===== src/rtl/match_window_counter_if.sv =====
// Result port of match_window_counter: per-window match count with a valid/ready handshake.
interface match_window_counter_if #(
  parameter int unsigned CNT_W = 5
);
  logic [CNT_W-1:0] cnt_data;
  logic             cnt_valid;
  logic             cnt_ready;

  modport master (output cnt_data, output cnt_valid, input cnt_ready);
  modport slave  (input cnt_data, input cnt_valid, output cnt_ready);
endinterface


===== src/rtl/match_window_counter.sv =====
// Counts detector match pulses over fixed WIN_CYCLES windows and hands each total downstream.
// Optional MATCH_ALARM_EN adds a sticky alarm for windows whose total reaches ALARM_THR.
module match_window_counter #(
  parameter int unsigned WIN_CYCLES = 16,
  parameter int unsigned CNT_W      = 5
`ifdef MATCH_ALARM_EN
  ,
  parameter logic [CNT_W-1:0] ALARM_THR = CNT_W'(2)
`endif
) (
  input  logic                   clk,
  input  logic                   rstn,
  input  logic                   en,
  input  logic                   match_in,
  match_window_counter_if.master res,
  output logic                   overrun,
  input  logic                   clr_ovr
`ifdef MATCH_ALARM_EN
  ,
  output logic                   alarm
`endif
);

  localparam int unsigned WIN_W = $clog2(WIN_CYCLES);
  localparam logic [WIN_W-1:0] WinLast = WIN_W'(WIN_CYCLES - 1);
  localparam logic [CNT_W-1:0] CntMax  = '1;

  typedef enum logic [0:0] {StIdle, StCount} state_e;

  state_e           state_q, state_d;
  logic [WIN_W-1:0] win_cnt_q, win_cnt_d;
  logic [CNT_W-1:0] run_cnt_q, run_cnt_d;
  logic [CNT_W-1:0] cnt_data_q, cnt_data_d;
  logic             cnt_valid_q, cnt_valid_d;
  logic             overrun_q, overrun_d;

  logic             win_close;
  logic             xfer;
  logic [CNT_W-1:0] result;

  assign win_close = (state_q == StCount) && (win_cnt_q == WinLast);
  assign xfer      = cnt_valid_q && res.cnt_ready;
  // Running count including this cycle's match, saturated.
  assign result    = (match_in && (run_cnt_q != CntMax)) ? run_cnt_q + 1'b1 : run_cnt_q;

  always_comb begin
    state_d   = state_q;
    win_cnt_d = '0;
    run_cnt_d = '0;
    unique case (state_q)
      StIdle: begin
        if (en) state_d = StCount;
      end
      StCount: begin
        if (win_close) begin
          state_d = en ? StCount : StIdle;
        end else if (!en) begin
          state_d = StIdle;
        end else begin
          win_cnt_d = win_cnt_q + 1'b1;
          run_cnt_d = result;
        end
      end
      default: state_d = StIdle;
    endcase
  end

  always_comb begin
    cnt_data_d  = cnt_data_q;
    cnt_valid_d = cnt_valid_q;
    overrun_d   = overrun_q;
    if (clr_ovr) overrun_d = 1'b0;
    if (win_close) begin
      if (!cnt_valid_q || xfer) begin
        cnt_data_d  = result;
        cnt_valid_d = 1'b1;
      end else begin
        overrun_d = 1'b1;
      end
    end else if (xfer) begin
      cnt_valid_d = 1'b0;
    end
  end

  always_ff @(posedge clk or negedge rstn) begin
    if (!rstn) begin
      state_q     <= StIdle;
      win_cnt_q   <= '0;
      run_cnt_q   <= '0;
      cnt_data_q  <= '0;
      cnt_valid_q <= 1'b0;
      overrun_q   <= 1'b0;
    end else begin
      state_q     <= state_d;
      win_cnt_q   <= win_cnt_d;
      run_cnt_q   <= run_cnt_d;
      cnt_data_q  <= cnt_data_d;
      cnt_valid_q <= cnt_valid_d;
      overrun_q   <= overrun_d;
    end
  end

  assign res.cnt_data  = cnt_data_q;
  assign res.cnt_valid = cnt_valid_q;
  assign overrun       = overrun_q;

`ifdef MATCH_ALARM_EN
  logic alarm_q, alarm_d;

  // Dropped results still count towards the alarm.
  always_comb begin
    alarm_d = alarm_q;
    if (clr_ovr) alarm_d = 1'b0;
    if (win_close && (result >= ALARM_THR)) alarm_d = 1'b1;
  end

  always_ff @(posedge clk or negedge rstn) begin
    if (!rstn) alarm_q <= 1'b0;
    else       alarm_q <= alarm_d;
  end

  assign alarm = alarm_q;
`endif

endmodule


===== src/flat_wrapper.sv =====
// flat-port wrapper written by rule: the top's interface ports become plain ports
module match_window_counter_flat 
#(
  parameter int unsigned WIN_CYCLES = 16,
  parameter int unsigned CNT_W      = 5

)
  (clk, rstn, en, match_in, overrun, clr_ovr, res_cnt_data, res_cnt_valid, res_cnt_ready);
  match_window_counter_if #(.CNT_W(CNT_W)) res_i ();
  input  logic clk;
  input  logic rstn;
  input  logic en;
  input  logic match_in;
  output logic overrun;
  input  logic clr_ovr;
  output wire logic [$bits(res_i.cnt_data)-1:0] res_cnt_data;
  output wire logic [$bits(res_i.cnt_valid)-1:0] res_cnt_valid;
  input wire logic [$bits(res_i.cnt_ready)-1:0] res_cnt_ready;
  assign res_cnt_data = res_i.cnt_data;
  assign res_cnt_valid = res_i.cnt_valid;
  assign res_i.cnt_ready = res_cnt_ready;
  match_window_counter #(.WIN_CYCLES(WIN_CYCLES), .CNT_W(CNT_W)) u_core (.clk(clk), .rstn(rstn), .en(en), .match_in(match_in), .res(res_i), .overrun(overrun), .clr_ovr(clr_ovr));
endmodule

===== config.mk =====
export PLATFORM = sky130hd
export DESIGN_NAME = match_window_counter_flat
export DESIGN_NICKNAME = d
export VERILOG_FILES = /design/src/rtl/match_window_counter_if.sv /design/src/rtl/match_window_counter.sv /design/src/flat_wrapper.sv
export SDC_FILE = /design/constraint.sdc
export NUM_CORES = 1
export LEC_CHECK = 0
export ABC_CLOCK_PERIOD_IN_PS = 1900
export BUFFER_PORTS_ARGS = -buffer_cell sky130_fd_sc_hd__buf_2
export CAP_MARGIN = 15
export CELL_PAD_IN_SITES_DETAIL_PLACEMENT = 1
export CELL_PAD_IN_SITES_GLOBAL_PLACEMENT = 2
export CORE_ASPECT_RATIO = 0.8
export CORE_MARGIN = 2
export CORE_UTILIZATION = 30
export DETAILED_ROUTE_END_ITERATION = 8
export PLACE_DENSITY = 0.79
export SKIP_CTS_REPAIR_TIMING = 1
export SYNTH_ARGS = -nofsm -noshare
export SYNTH_HDL_FRONTEND = slang
export SYNTH_SLANG_ARGS = --single-unit

===== constraint.sdc =====
create_clock -name clk -period 1.9 [get_ports clk]
set_input_delay 0.38 -clock clk [delete_from_list [all_inputs] [get_ports clk]]
set_output_delay 0.38 -clock clk [all_outputs]
set_load 0.02 [all_outputs]

==> results.json, run 1 <==
{
  "status": "finished, violations left",
  "violations": "hold timing",
  "report.final.setup_viol": 0,
  "clkTransAtPathRegs_ns": 0.09,
  "io_pins": 13,
  "endpoint_kind": "register",
  "drt_iter0_drc": 2,
  "viasPerCell": 4.81,
  "drc": 0,
  "critical_path_class": "register to register",
  "fin_skew_ns": 0.00176,
  "powerDensity_mw_per_mm2": 694,
  "topRoutingLayerUsed": "met4",
  "coreArea_sq_mm": 0.00240,
  "ys_ff_latch": 17,
  "r2r.worst_path.cells": 6,
  "r2r_end": "u_core.res.cnt_data[3]",
  "hold_slack_ns": -0.000371,
  "hp-class": "primary input to async pin",
  "dieArea_sq_mm": 0.00289,
  "syn2layout_area_growth_pct": 13.5,
  "post-route-min-period_ns": 1.77,
  "cts_buffer_depth": 2,
  "post-route-util_pct": 35.1,
  "final_hold_viol_count": 2,
  "grt_overflow_total": 0,
  "fp.dieW_um": 59.6,
  "grt_setup_unrepaired": "no",
  "wl_per_cell_um": 14.0,
  "drt-met1-wl_um": 704,
  "fin_area_sq_um": 842,
  "start_util_pct": 30.9,
  "yosysWarnings": 0,
  "cts_tree": "yes",
  "grt_pass1_vias": 560,
  "route.met2.wl_um": 662,
  "max-vdd-ir-drop_mv": 0.456,
  "die_y_um": 48.5,
  "arrival_ns": 1.99,
  "grt_pass1_wl_mm": 2.55,
  "synthCells": 65,
  "vias": 505,
  "grt_max_degree": 18,
  "htreeDepth": 1,
  "hpwlAfterDp_mm": 1.08,
  "netlist_area_sq_um": 742,
  "final_cells": 105,
  "crit_path_start_kind": "register",
  "ys_types": 23,
  "drive_gt1_share_pct": 23.1,
  "diodes": 0,
  "post-route-period-util_pct": 93.2,
  "clock_sinks": 17,
  "dp_cells": 101,
  "row_count": 16,
  "timing.rr.start": "u_core.run_cnt_q[0]",
  "crit_path_max_fanout": 5,
  "clock_tree.root_cell": "clkbuf_4",
  "nNetsFinal": 88,
  "antenna_left": 0,
  "place.port_buffers": 12,
  "routabilityCongestion": 0.729,
  "clk_latency_ns": 0.28,
  "wl_met3_um": 83,
  "wl_mm": 1.47,
  "synth_seq_area_share_pct": 57.3,
  "drtPass1Iterations": 2,
  "slew_viol_final": 0,
  "tightest_slew_ns": 0.379,
  "cts_buffers": 3,
  "setup_tns_ns": 0,
  "fmax_ghz": 0.565,
  "max-cap-violations": 0,
  "slew_headroom_pct": 74.7,
  "worstPathRequired_ns": 2.12,
  "syn-num-nets": 74,
  "place_area_sq_um": 816,
  "leakagePower_nw": 0.444,
  "ff2ff_setup_slack_ns": 0.13,
  "antenna_found_initial": 0,
  "track_usage_pct": 12.2,
  "synth_area_per_cell_sq_um": 11.4
}
[per-layer routing]
layer	track usage, %	vias to the layer above
met3	5.88	2
li1	-	248
met5	0	-
met4	4.44	0
met2	18.1	12
met1	15.4	243
[worst max-delay path by stage]
| stage | startpoint | endpoint | slack (ns) | depth (start not counted) |
|---|---|---|---|---|
| 2_1_floorplan | u_core.run_cnt_q[0] | u_core.res.cnt_data[3] | 0.13 | 7 |
| 3_3_place_gp | u_core.run_cnt_q[0] | u_core.res.cnt_data[3] | 0.19 | 6 |
| 3_5_place_dp | u_core.run_cnt_q[0] | u_core.res.cnt_data[3] | 0.14 | 6 |
| 4_1_cts | u_core.run_cnt_q[0] | u_core.res.cnt_data[3] | 0.12 | 6 |
| 5_1_grt | u_core.run_cnt_q[0] | u_core.run_cnt_q[3] | 0.02 | 6 |
| 6_report | u_core.run_cnt_q[0] | u_core.res.cnt_data[3] | 0.13 | 6 |
[cell type report]
type	instances	area, sq um
multi-input cells	43	289
fillers	283	1560
clock buffers	4	26.3
repair buffers	12	60.1
flip-flops and latches	17	425
well taps	27	33.8
inverters	2	7.51
[power breakdown]
part | internal [mW] | switching [mW]
combinational | 0.00944 | 0.0183
clock | 0.0816 | 0.105
sequential | 0.366 | 0.00391
[cells by family (layout without fill, tap and decap cells)]
kind of cell | Yosys count | count (layout) | share of synthesized area, %
fa+ha+maj | 3 | 3 | 5.06
flops | 17 | 17 | 57.3
buf+inv | 5 | 18 | 3.71
mux | 2 | 2 | 2.70
simple gates | 21 | 21 | 16.5
compound gates | 13 | 13 | 9.95
xor+xnor | 4 | 4 | 4.72
[metrics by stage]
step           total power [mW]  setup WS (ns)
2_1_floorplan             0.391          0.128
3_3_place_gp              0.405          0.188
3_5_place_dp              0.406          0.143
4_1_cts                   0.600          0.121
5_1_grt                   0.616         0.0213
6_report                  0.584          0.129
[synth_stat cells (all sizes together)]
cell type / number / area (sq um)
mux2i: 2 / 20.0
and4: 1 / 8.76
o22ai: 1 / 6.26
nand3: 4 / 20.0
and2: 1 / 6.26
a31oi: 1 / 12.5
clkbuf: 1 / 3.75
xor2: 4 / 35.0
and3: 2 / 12.5
a21oi: 10 / 50.1
nor2: 7 / 26.3
nand3b: 1 / 7.51
nand2: 1 / 3.75
nand4: 1 / 6.26
buf: 2 / 16.3
inv: 2 / 7.51
dfrtp: 17 / 425
ha: 3 / 37.5
o21ai: 1 / 5.00
nand2b: 2 / 20.0
or3: 1 / 11.3
[layout by cell type (no fill, tap or decap)]
cell type   n
o22ai_1     1
a21oi_1    10
clkbuf_4    3
nand2_1     1
and2_1      1
xor2_1      4
nand4_1     1
nand2b_1    1
nand3_1     4
and3_1      2
a31oi_2     1
o21ai_0     1
nor2_1      7
nand3b_1    1
and4_1      1
mux2i_1     2
clkbuf_1    1
inv_1       2
dfrtp_1    17
buf_2      12
or3_4       1
nand2b_4    1
ha_1        3
[state kept, by name (all words and copies together) (netlist names)]
signal / cells
u_core.overrun: 1
u_core.state_q: 1
u_core.run_cnt_q: 5
u_core.res.cnt_data: 5
u_core.res.cnt_valid: 1
u_core.win_cnt_q: 4
[critical path, cell delays in order, from the launching register on]
cell and delay (ns):
dfrtp_1 0.42, ha_1 0.22, and3_1 0.18, ha_1 0.18
nand2b_4 0.17, or3_4 0.38, a31oi_2 0.15
(Power assumes the default switching activity.)
==> inputs of run 2 (changes only) <==
--- a/config.mk
+++ b/config.mk
@@ -10,7 +10,7 @@
 export CAP_MARGIN = 15
 export CELL_PAD_IN_SITES_DETAIL_PLACEMENT = 1
 export CELL_PAD_IN_SITES_GLOBAL_PLACEMENT = 2
-export CORE_ASPECT_RATIO = 0.8
+export CORE_ASPECT_RATIO = 1.5
 export CORE_MARGIN = 2
 export CORE_UTILIZATION = 30
 export DETAILED_ROUTE_END_ITERATION = 8
==> results.json, run 2 (synthesis results as in run 1) <==
{
  "diodes": 0,
  "nNetsFinal": 88,
  "violations": "hold timing",
  "drc": 0,
  "post-route-period-util_pct": 93.7,
  "post-route-min-period_ns": 1.78,
  "fill_cells": 265,
  "powerDensity_mw_per_mm2": 703,
  "endpoint_kind": "register",
  "hold_slack_ns": -0.0105,
  "slew_viol_final": 0,
  "cts_tree": "yes",
  "cts_buffers": 3,
  "viasPerCell": 5.30,
  "grt_pass1_wl_mm": 2.39,
  "grt_setup_unrepaired": "no",
  "status": "finished, violations left",
  "grt_pass1_vias": 548,
  "drt_iter0_drc": 4,
  "clock_tree.root_cell": "clkbuf_4",
  "worstPathRequired_ns": 2.12,
  "tightest_slew_ns": 0.386,
  "setup_tns_ns": 0,
  "wl_per_cell_um": 14.2,
  "drive_gt1_share_pct": 24.4,
  "path_common_cell": "ha_1",
  "syn2layout_area_growth_pct": 13.2,
  "r2r.worst_path.cells": 6,
  "critical_path_class": "register to register",
  "setup.worst_path.end": "u_core.res.cnt_data[3]",
  "max-cap-violations": 0,
  "die_y_um": 64.9,
  "fmax_ghz": 0.561,
  "crit_buf_inv": 0,
  "worst-path-stages": 6,
  "cts_buffer_depth": 2,
  "start_util_pct": 31.0,
  "antenna_found_initial": 0,
  "drtPass1Iterations": 2,
  "antenna_left": 0,
  "fp.dieW_um": 44.6,
  "hpwlAfterDp_mm": 1.11,
  "max-vdd-ir-drop_mv": 0.387,
  "dieArea_sq_mm": 0.00290,
  "crit_start": "u_core.run_cnt_q[0]",
  "max_stage_delay_ns": 0.42,
  "timing.rr.start": "u_core.run_cnt_q[0]",
  "leakagePower_nw": 0.447,
  "arrival_ns": 2.00,
  "final_common_cell": "dfrtp_1",
  "hp-class": "primary input to async pin",
  "ff2ff_setup_slack_ns": 0.12,
  "clk_latency_ns": 0.29,
  "slew_headroom_pct": 74.3,
  "place.port_buffers": 12,
  "wl_mm": 1.44,
  "critPathSlowestCell": "dfrtp_1",
  "crit_family": "simple AND/OR/NAND/NOR gates",
  "grt_max_degree": 18,
  "clock_sinks": 17,
  "vias": 541,
  "routabilityCongestion": 0.725,
  "fin_skew_ns": 0.0126,
  "layout_common_cells": "17 x dfrtp_1, 12 x buf_2, 10 x a21oi_1",
  "final_hold_viol_count": 10,
  "row_count": 22,
  "htreeDepth": 1,
  "crit_path_start_kind": "register",
  "track_usage_pct": 11.5,
  "r2r_end": "u_core.res.cnt_data[3]",
  "report.final.setup_viol": 0,
  "io_pins": 13,
  "coreArea_sq_mm": 0.00239,
  "clkTransAtPathRegs_ns": 0.11,
  "crit_path_max_fanout": 5,
  "grt_overflow_total": 0,
  "crit_chain": "ha_1 > and3_1 > ha_1 > nand2b_4 > or3_4 > a31oi_2",
  "power_mw": 0.590
}
==> run 2: per-layer routing <==
metal,GRT usage (%),routed length (um)
met5,0,0
met2,19.7,771
met1,13.2,590
met4,5.68,17
met3,1.67,64
==> run 2: layout make-up <==
type	count	area [sq um]	area share, %
sequential	17	425	50.7
clock buffer	3	22.5	2.68
tap	24	30.0	3.58
timing repair buffer	12	60.1	7.15
multi-input combinational	43	289	34.4
inverter	2	7.51	0.894
clock inverter	1	5.00	0.596
==> run 2: worst min-delay path by stage <==
stage                     cells after the start                   to  slack [ns]  from
after floorplan                               0       u_core.overrun        0.08  rstn
after CTS                                     1  u_core.run_cnt_q[4]       0.008  rstn
after global routing                          1  u_core.run_cnt_q[0]        0.01  rstn
after detailed placement                      1  u_core.run_cnt_q[4]        0.33  rstn
after global placement                        1  u_core.run_cnt_q[4]        0.32  rstn
final                                         1  u_core.run_cnt_q[4]       -0.01  rstn
==> run 2: stage by stage <==
step / cell area [sq um] / utilization [%] / hold slack, ns / std cells / setup WS [ns]
CTS: 840 / 35.1 / 0.00792 / 102 / 0.106
global placement: 812 / 33.9 / 0.319 / 98 / 0.188
floorplan: 742 / - / 0.0844 / 65 / 0.128
detailed placement: 812 / 33.9 / 0.328 / 98 / 0.133
finish: 840 / 35.1 / -0.0105 / 102 / 0.119
global route: 840 / 35.1 / 0.0100 / 102 / 0.0367
==> run 2: power by group <==
group / internal (mW) / switching (mW) / total, mW
sequential: 0.366 / 0.00367 / 0.370
combinational: 0.00954 / 0.0185 / 0.0280
clock: 0.0781 / 0.114 / 0.192
total: 0.454 / 0.137 / 0.590
==> inputs of run 3 (changes only) <==
--- a/config.mk
+++ b/config.mk
@@ -8,13 +8,10 @@
 export ABC_CLOCK_PERIOD_IN_PS = 1900
 export BUFFER_PORTS_ARGS = -buffer_cell sky130_fd_sc_hd__buf_2
 export CAP_MARGIN = 15
-export CELL_PAD_IN_SITES_DETAIL_PLACEMENT = 1
-export CELL_PAD_IN_SITES_GLOBAL_PLACEMENT = 2
-export CORE_ASPECT_RATIO = 1.5
 export CORE_MARGIN = 2
-export CORE_UTILIZATION = 30
+export CORE_UTILIZATION = 44
 export DETAILED_ROUTE_END_ITERATION = 8
-export PLACE_DENSITY = 0.79
+export PLACE_DENSITY = 0.68
 export SKIP_CTS_REPAIR_TIMING = 1
 export SYNTH_ARGS = -nofsm -noshare
 export SYNTH_HDL_FRONTEND = slang
==> results.json, run 3 (synthesis results as in run 1) <==
{
  "syn2layout_area_growth_pct": 11.6,
  "viasPerCell": 5.21,
  "fmax_ghz": 0.562,
  "r2r.worst_path.cells": 6,
  "endpoint_kind": "register",
  "hold_slack_ns": -0.0102,
  "grt_pass1_vias": 491,
  "ff2ff_setup_slack_ns": 0.12,
  "coreArea_sq_mm": 0.00154,
  "tightest_slew_ns": 0.362,
  "timing.rr.start": "u_core.run_cnt_q[0]",
  "dieArea_sq_mm": 0.00203,
  "drt_iter0_drc": 4,
  "worstPathRequired_ns": 2.11,
  "cts_tree": "yes",
  "layout_common_cells": "17 x dfrtp_1, 12 x buf_2, 10 x a21oi_1",
  "power_mw": 0.584,
  "multi_input_area_sq_um": 289,
  "place.port_buffers": 12,
  "cts_buffers": 3,
  "start_util_pct": 48.1,
  "report.final.setup_viol": 0,
  "die_y_um": 45.1,
  "grt_pass1_wl_mm": 2.02,
  "crit_path_start_kind": "register",
  "layout.area.seq_sq_um": 425,
  "wl_per_cell_um": 12.2,
  "nNetsFinal": 88,
  "io_pins": 13,
  "status": "finished, violations left",
  "powerDensity_mw_per_mm2": 705,
  "max-cap-violations": 0,
  "setup_tns_ns": 0,
  "cts_buffer_depth": 2,
  "crit_path_max_fanout": 5,
  "leakagePower_nw": 0.444,
  "antenna_found_initial": 0,
  "final_hold_viol_count": 17,
  "grt_setup_unrepaired": "no",
  "drive_gt1_share_pct": 23.1,
  "arrival_ns": 1.99,
  "grt_overflow_total": 0,
  "track_usage_pct": 14.3,
  "post-place-ws_ns": 0.142,
  "clk_latency_ns": 0.28,
  "slew_headroom_pct": 75.8,
  "final_common_cell": "dfrtp_1",
  "vias": 490,
  "fin_ws_ns": 0.121,
  "post-route-period-util_pct": 93.6,
  "fill_cells": 145,
  "routabilityCongestion": 0.757,
  "max-vdd-ir-drop_mv": 0.360,
  "post-route-min-period_ns": 1.78,
  "slew_viol_final": 0,
  "grt_max_degree": 18,
  "clock_tree.root_cell": "clkbuf_4",
  "violations": "hold timing",
  "critical_path_class": "register to register",
  "row_count": 14,
  "r2r_end": "u_core.res.cnt_data[3]",
  "diodes": 0,
  "wl_mm": 1.15,
  "drc": 0,
  "fp.dieW_um": 45.1,
  "clkTransAtPathRegs_ns": 0.09,
  "hp-class": "primary input to async pin",
  "htreeDepth": 1,
  "fin_skew_ns": 0.00391,
  "drtPass1Iterations": 4,
  "antenna_left": 0,
  "clock_sinks": 17
}
-- run 3: stage by stage --
stage          area, sq um  cells  utilization (%)
2_1_floorplan          742     65                -
3_3_place_gp           802     90             52.0
3_5_place_dp           802     90             52.0
4_1_cts                828     94             53.7
5_1_grt                828     94             53.7
6_report               828     94             53.7
-- run 3: routing by layer --
layer | share of wire (%) | track usage [%] | up-vias
met5 | 0 | 0 | -
met1 | 50 | 17.7 | 229
met3 | 4.0 | 2.40 | 2
met2 | 45 | 22.3 | 10
li1 | - | - | 249
met4 | 1.2 | 10.6 | 0
-- run 3: worst max-delay path, cell delays in order, from the launching register on --
cell,delay (ns)
dfrtp_1,0.41
ha_1,0.22
and3_1,0.19
ha_1,0.19
nand2b_4,0.17
or3_4,0.38
a31oi_2,0.16
-- run 3: how the worst max path moves through the flow --
stage / startpoint / endpoint / slack, ns / depth (start not counted)
after global placement: u_core.run_cnt_q[0] / u_core.res.cnt_data[3] / 0.19 / 6
after detailed placement: u_core.run_cnt_q[0] / u_core.res.cnt_data[3] / 0.14 / 6
after floorplan: u_core.run_cnt_q[0] / u_core.res.cnt_data[3] / 0.13 / 7
after global routing: u_core.run_cnt_q[0] / u_core.res.cnt_data[3] / 0.05 / 6
final: u_core.run_cnt_q[0] / u_core.res.cnt_data[3] / 0.12 / 6
after CTS: u_core.run_cnt_q[0] / u_core.res.cnt_data[3] / 0.12 / 6
-- run 3: final cells by class --
cell class | count | share of cell area, %
Sequential cell | 17 | 51.4
Clock buffer | 4 | 3.17
Multi-Input combinational cell | 43 | 34.9
Timing Repair Buffer | 12 | 7.25
Inverter | 2 | 0.906
Tap cell | 16 | 2.42
-- run 3: power breakdown --
| part | internal (mW) | switching, mW |
|---|---|---|
| Clock | 0.0815 | 0.107 |
| Sequential | 0.366 | 0.00348 |
| Combinational | 0.00944 | 0.0173 |
| Total | 0.457 | 0.127 |
